==> src/rtl/uart_poll_port.sv <==
// Polled 8N1 UART with optional RX interrupt for the z80mini CPLD.
// One TX holding register, one RX buffer, 16x oversampling from CLK50MHz.
module uart_poll_port #(
    parameter int unsigned OVS_DIV = 27
) (
    input  logic       CLK50MHz,
    input  logic       nRESET,
    input  logic       cpu_clk0,
    input  logic       cs,
    input  logic       nIORQ,
    input  logic       nRD,
    input  logic       nWR,
    input  logic       a0,
    input  logic [7:0] din,
    output logic [7:0] dout,
    input  logic       rxd,
    output logic       txd,
    output logic       irq
);

    localparam int unsigned     DIV_W    = (OVS_DIV > 1) ? $clog2(OVS_DIV) : 1;
    localparam logic [DIV_W-1:0] DIV_LAST = DIV_W'(OVS_DIV - 1);

    typedef enum logic [1:0] {TX_IDLE, TX_START, TX_DATA, TX_STOP} tx_state_t;
    typedef enum logic [1:0] {RX_IDLE, RX_START, RX_DATA, RX_STOP} rx_state_t;

    logic       rd_act, wr_act, rd_q, wr_q, rd_a0_q;
    logic       wr_acc, rd_end, data_wr, ctrl_wr, data_rd_end, stat_rd_end;

    logic [DIV_W-1:0] div_cnt;
    logic             tick;

    logic [7:0] hold, rx_data;
    logic       hold_full, rx_ready, ovr, ferr, rxie;

    tx_state_t  tx_state, tx_state_n;
    logic [3:0] tx_tcnt;
    logic [2:0] tx_bcnt;
    logic [7:0] tx_shift;
    logic       tx_load;

    rx_state_t  rx_state, rx_state_n;
    logic [3:0] rx_tcnt;
    logic [2:0] rx_bcnt;
    logic [7:0] rx_shift;
    logic       rx_s1, rx_s2, rx_done, rx_store, rx_ovr_set;

    // Bus edges are detected only on CPU clock phases, so one access gives one event.
    assign rd_act      = cs & ~nIORQ & ~nRD;
    assign wr_act      = cs & ~nIORQ & ~nWR;
    assign wr_acc      = cpu_clk0 & wr_act & ~wr_q;
    assign rd_end      = cpu_clk0 & ~rd_act & rd_q;
    assign data_wr     = wr_acc & ~a0;
    assign ctrl_wr     = wr_acc & a0;
    assign data_rd_end = rd_end & ~rd_a0_q;
    assign stat_rd_end = rd_end & rd_a0_q;

    always_ff @(posedge CLK50MHz) begin
        if (!nRESET) begin
            rd_q    <= 1'b0;
            wr_q    <= 1'b0;
            rd_a0_q <= 1'b0;
        end else if (cpu_clk0) begin
            rd_q <= rd_act;
            wr_q <= wr_act;
            if (rd_act) rd_a0_q <= a0;
        end
    end

    assign tick = (div_cnt == DIV_LAST);

    always_ff @(posedge CLK50MHz) begin
        if (!nRESET)   div_cnt <= '0;
        else if (tick) div_cnt <= '0;
        else           div_cnt <= div_cnt + DIV_W'(1);
    end

    // TX: state register
    always_ff @(posedge CLK50MHz) begin
        if (!nRESET) begin
            tx_state <= TX_IDLE;
            tx_tcnt  <= '0;
            tx_bcnt  <= '0;
            tx_shift <= '0;
        end else begin
            tx_state <= tx_state_n;
            if (tx_load) begin
                tx_shift <= hold;
                tx_tcnt  <= '0;
                tx_bcnt  <= '0;
            end else if (tick && tx_state != TX_IDLE) begin
                tx_tcnt <= tx_tcnt + 4'd1;
                if (tx_state == TX_DATA && tx_tcnt == 4'd15) begin
                    tx_shift <= {1'b0, tx_shift[7:1]};
                    tx_bcnt  <= tx_bcnt + 3'd1;
                end
            end
        end
    end

    // TX: next state; a full holding register at the end of STOP chains straight into START
    always_comb begin
        tx_state_n = tx_state;
        tx_load    = 1'b0;
        case (tx_state)
            TX_IDLE:  if (hold_full) begin
                          tx_state_n = TX_START;
                          tx_load    = 1'b1;
                      end
            TX_START: if (tick && tx_tcnt == 4'd15) tx_state_n = TX_DATA;
            TX_DATA:  if (tick && tx_tcnt == 4'd15 && tx_bcnt == 3'd7) tx_state_n = TX_STOP;
            TX_STOP:  if (tick && tx_tcnt == 4'd15) begin
                          if (hold_full) begin
                              tx_state_n = TX_START;
                              tx_load    = 1'b1;
                          end else begin
                              tx_state_n = TX_IDLE;
                          end
                      end
            default:  tx_state_n = TX_IDLE;
        endcase
    end

    // TX: outputs
    always_comb begin
        txd = 1'b1;
        case (tx_state)
            TX_START: txd = 1'b0;
            TX_DATA:  txd = tx_shift[0];
            default:  txd = 1'b1;
        endcase
    end

    // RX: state register and 2-FF synchronizer
    always_ff @(posedge CLK50MHz) begin
        if (!nRESET) begin
            rx_s1    <= 1'b1;
            rx_s2    <= 1'b1;
            rx_state <= RX_IDLE;
            rx_tcnt  <= '0;
            rx_bcnt  <= '0;
            rx_shift <= '0;
        end else begin
            rx_s1    <= rxd;
            rx_s2    <= rx_s1;
            rx_state <= rx_state_n;
            if (rx_state == RX_IDLE) begin
                rx_tcnt <= '0;
                rx_bcnt <= '0;
            end else if (tick) begin
                rx_tcnt <= (rx_state == RX_START && rx_tcnt == 4'd7) ? 4'd0 : rx_tcnt + 4'd1;
                if (rx_state == RX_DATA && rx_tcnt == 4'd15) begin
                    rx_shift <= {rx_s2, rx_shift[7:1]};
                    rx_bcnt  <= rx_bcnt + 3'd1;
                end
            end
        end
    end

    // RX: next state; START re-checks the line half a bit in to reject glitches
    always_comb begin
        rx_state_n = rx_state;
        case (rx_state)
            RX_IDLE:  if (tick && !rx_s2) rx_state_n = RX_START;
            RX_START: if (tick && rx_tcnt == 4'd7) rx_state_n = rx_s2 ? RX_IDLE : RX_DATA;
            RX_DATA:  if (tick && rx_tcnt == 4'd15 && rx_bcnt == 3'd7) rx_state_n = RX_STOP;
            RX_STOP:  if (tick && rx_tcnt == 4'd15) rx_state_n = RX_IDLE;
            default:  rx_state_n = RX_IDLE;
        endcase
    end

    // RX: outputs; a completing byte beats a simultaneous data-read end
    always_comb begin
        rx_done    = (rx_state == RX_STOP) && tick && (rx_tcnt == 4'd15);
        rx_store   = rx_done & (~rx_ready | data_rd_end);
        rx_ovr_set = rx_done & rx_ready & ~data_rd_end;
    end

    always_ff @(posedge CLK50MHz) begin
        if (!nRESET) begin
            hold      <= '0;
            hold_full <= 1'b0;
            rx_data   <= '0;
            rx_ready  <= 1'b0;
            ovr       <= 1'b0;
            ferr      <= 1'b0;
            rxie      <= 1'b0;
        end else begin
            if (ctrl_wr) rxie <= din[7];

            if (tx_load) begin
                hold_full <= 1'b0;
            end else if (data_wr && !hold_full) begin
                hold      <= din;
                hold_full <= 1'b1;
            end

            if (rx_store) begin
                rx_data  <= rx_shift;
                rx_ready <= 1'b1;
            end else if (data_rd_end) begin
                rx_ready <= 1'b0;
            end

            if (rx_store)         ferr <= ~rx_s2;
            else if (stat_rd_end) ferr <= 1'b0;

            if (rx_ovr_set)       ovr <= 1'b1;
            else if (stat_rd_end) ovr <= 1'b0;
        end
    end

    assign dout = a0 ? {rxie, 3'b000, ferr, ovr, ~hold_full, rx_ready} : rx_data;
    assign irq  = rx_ready & rxie;

endmodule

==> config.mk <==
export PLATFORM = sky130hd
export DESIGN_NAME = uart_poll_port
export DESIGN_NICKNAME = d
export VERILOG_FILES = /design/src/rtl/uart_poll_port.sv
export SDC_FILE = /design/constraint.sdc
export NUM_CORES = 1
export LEC_CHECK = 0
export CORE_ASPECT_RATIO = 0.7
export CORE_MARGIN = 2
export CORE_UTILIZATION = 45
export CTS_CLUSTER_DIAMETER = 120
export CTS_CLUSTER_SIZE = 28
export DETAILED_ROUTE_END_ITERATION = 8
export PLACE_DENSITY = 0.72
export SETUP_SLACK_MARGIN = 0.02
export SLEW_MARGIN = 20
export SYNTH_ARGS = -nofsm -noshare
export SYNTH_HDL_FRONTEND = slang
export SYNTH_SLANG_ARGS = --single-unit
==> constraint.sdc <==
create_clock -name CLK50MHz -period 1.6 [get_ports CLK50MHz]
set_input_delay 0.32 -clock CLK50MHz [delete_from_list [all_inputs] [get_ports CLK50MHz]]
set_output_delay 0.32 -clock CLK50MHz [all_outputs]
set_load 0.01 [all_outputs]
==> impl_metrics.yaml <==
power:
  p_leak_uw: 0.00162
  powerDensity_nw_per_um2: 806
  max-vdd-ir-drop_mv: 0.464
cts:
  h-tree-depth: 3
  postCtsHoldBufs: 0
  clock_latency_ns: 0.34
  tritoncts: "built"
  cts_buffer_depth: 2
  cts_buffers: 9
  clkTransAtPathRegs_ns: 0.07
  root_buffer: "clkbuf_8"
  clock-sinks: 65
global_route:
  grt_overflow: 0
  antenna_found_initial: 0
  grt_pass1_vias: 2438
  grt_pass1_wl_um: 10900
  grt_start_max_net_pins: 33
  grt_util_all_layers: 0.193
hold_path:
  whs_path_depth: 1
  min-delay-path-class: "reg2reg"
  hp-start: "rx_s1"
  min_to: "rx_s2"
sta:
  rsz0062_at_grt: "yes"
  hold_violations: 0
  tightestPinTransition_ns: 0.565
  slew_headroom: 0.620
  worst_slack_ns: -0.115
  period_minus_slack_ns: 1.71
  finalClockSkew_ns: 0.00699
  post-route-period-util: 1.07
  whs_ns: 0.421
  slew_violations: 0
  max_freq_mhz: 583
  finalSetupViolations: 36
synthesis:
  syn_area_um2: 2910
  ys_types: 45
  syn_area_per_cell_um2: 9.21
  synth_edf_count: 0
  ys_ff_latch: 65
  synth_nets: 346
  synth_flop_cell: "dfxtp_1"
  yosysWarningCount: 0
  ys_async_sr_fraction: 0
  syn_inst: 316
  synth-seq-area-share: 0.447
route:
  route.detailed.wl_per_inst_um: 13.8
  highest-signal-layer: "met4"
  post_drt_via_cell_ratio: 5.20
  drt_iter0_markers: 101
  wl_met1_um: 3030
  dr_wl_met3_um: 292
  dr.pass1.iters: 4
  num_vias: 2440
  met2WireLength_um: 3110
  wirelength_um: 6490
  detail-route-antenna-nets: 0
  drc: 0
placed_design:
  place_congestion: 0.771
  hpwl_um: 4040
  io_buffers: 26
  dp_cells: 439
  placed_area_um2: 3520
cells_and_area:
  final_common_cell: "dfxtp_1"
  num_antenna_cells: 0
  nNetsFinal: 416
  area_growth_pct: 38.7
  final_cell_mix: "dfxtp_1, nand2_1, nor2_1"
  n_fill_cell: 497
  final_area_um2: 4040
  final_util: 0.646
  drive_gt1_frac: 0.294
  final_cells: 469
outcome:
  failed_checks: "negative setup slack"
  status: "complete, but fails checks"
setup_path:
  end_kind: "flop"
  worst_r2r_path_depth: 7
  cp_slowest_cell: "o31a_4"
  crit_type: "reg2reg"
  startpoint_type: "flop"
  required_ns: 1.83
  path_delay_family: "compound AO/OA/AOI/OAI gates"
  critPathArrivalTime_ns: 1.94
  r2r_slack_ns: -0.11
  slowest_delay_ns: 0.39
  critPathBufInv: 2
  rr_endpoint: "tx_shift[5]"
  worstReg2RegStart: "tx_state[0]"
  worstPathCellList: "inv_4 -> ha_4 -> nand3b_1 -> buf_4 -> o31a_4 -> o21ai_2 -> a31oi_1"
  cp_max_fo: 8
floorplan:
  io_pins: 27
  die_height_um: 71.3
  die_area_um2: 7140
  initial_utilization: 0.466
  die_width_um: 100
  num_rows: 24
  core_um2: 6250
job:
  maxCapViolations: 0
-- through the flow --
stage	total power, uW	worst slack, ns	TNS, ns
after global placement	2060	-0.547	-12.00
after global routing	3370	-0.180	-4.96
after floorplan	1900	0.0385	0
after CTS	3250	-0.100	-1.30
after detailed placement	2060	-0.559	-12.75
final	3250	-0.115	-1.79
-- logic make-up (layout without fill, tap and decap cells) --
| kind of cell | Yosys count | after routing | synth area share |
|---|---|---|---|
| AO/OA/AOI/OAI | 45 | 46 | 0.0954 |
| XOR/XNOR | 10 | 10 | 0.0301 |
| adder cells (fa/ha/maj) | 13 | 13 | 0.0559 |
| buffers and inverters | 23 | 96 | 0.0370 |
| flip-flops | 65 | 65 | 0.447 |
| multiplexers | 35 | 35 | 0.122 |
| AND/OR/NAND/NOR | 125 | 126 | 0.213 |
-- layer usage --
| layer | vias to the layer above | GRT usage |
|---|---|---|
| met4 | 0 | 0.0563 |
| li1 | 1234 | - |
| met2 | 56 | 0.320 |
| met5 | - | 0 |
| met3 | 7 | 0.0693 |
| met1 | 1143 | 0.240 |
-- flip-flops by register name, summed over array words and instances, names as in the netlist, named ones only --
| register | flops |
|---|---|
| rd_q | 1 |
| rx_s2 | 1 |
| tx_state | 2 |
| rx_state | 1 |
| rxie | 1 |
| rx_data | 8 |
| tx_shift | 8 |
| wr_q | 1 |
| hold_full | 1 |
| rx_s1 | 1 |
| rx_shift | 8 |
| hold | 8 |
| rx_bcnt | 3 |
| rx_tcnt | 4 |
| ovr | 1 |
| rx_ready | 1 |
| ferr | 1 |
| div_cnt | 5 |
| tx_bcnt | 3 |
| tx_tcnt | 4 |
| rd_a0_q | 1 |
-- layout make-up --
| class | count | area (um^2) | share of cell area |
|---|---|---|---|
| sequential | 65 | 1320 | 0.326 |
| multi-input combinational | 230 | 1760 | 0.436 |
| timing repair buffer | 71 | 663 | 0.164 |
| clock inverter | 6 | 35.0 | 0.00868 |
| clock buffer | 10 | 128 | 0.0316 |
| inverter | 9 | 38.8 | 0.00961 |
| tap | 78 | 97.6 | 0.0242 |
-- how the worst max path moves through the flow --
stage | start | to | cells past startpoint
after CTS | tx_state[0] | tx_shift[7] | 6
final | tx_state[0] | tx_shift[5] | 7
after floorplan | rx_tcnt[0] | rx_bcnt[1] | 6
after global routing | tx_state[0] | tx_shift[5] | 7
after global placement | a0 | dout[3] | 3
after detailed placement | a0 | dout[3] | 3
-- power by group --
| part | internal (uW) | leakage, uW | total, uW | switching [uW] |
|---|---|---|---|---|
| Clock | 550 | 0.0000818 | 1160 | 613 |
| Combinational | 207 | 0.00101 | 410 | 202 |
| Sequential | 1650 | 0.000528 | 1680 | 30.5 |
| Total | 2410 | 0.00162 | 3250 | 845 |
-- Yosys cell counts, types with 5 or more instances --
| master | instances | area, um^2 |
|---|---|---|
| nand2_1 | 47 | 176 |
| a31oi_1 | 9 | 56.3 |
| dfxtp_1 | 65 | 1300 |
| nand3_1 | 9 | 45.0 |
| a21oi_1 | 12 | 60.1 |
| mux2i_1 | 31 | 310 |
| inv_1 | 8 | 30.0 |
| clkbuf_1 | 7 | 26.3 |
| o21ai_0 | 10 | 50.1 |
| buf_2 | 5 | 25.0 |
| ha_1 | 13 | 163 |
| xnor2_1 | 7 | 61.3 |
| nor2_1 | 38 | 143 |
-- what timing repair did --
item | in CTS | in global routing
gates resized for setup | 58 | 25
gates cloned | 2 | 0
setup endpoints to repair | 56 | 52
setup buffers | 7 | 6
pin swaps | 17 | 16
(Power assumes the default switching activity.)
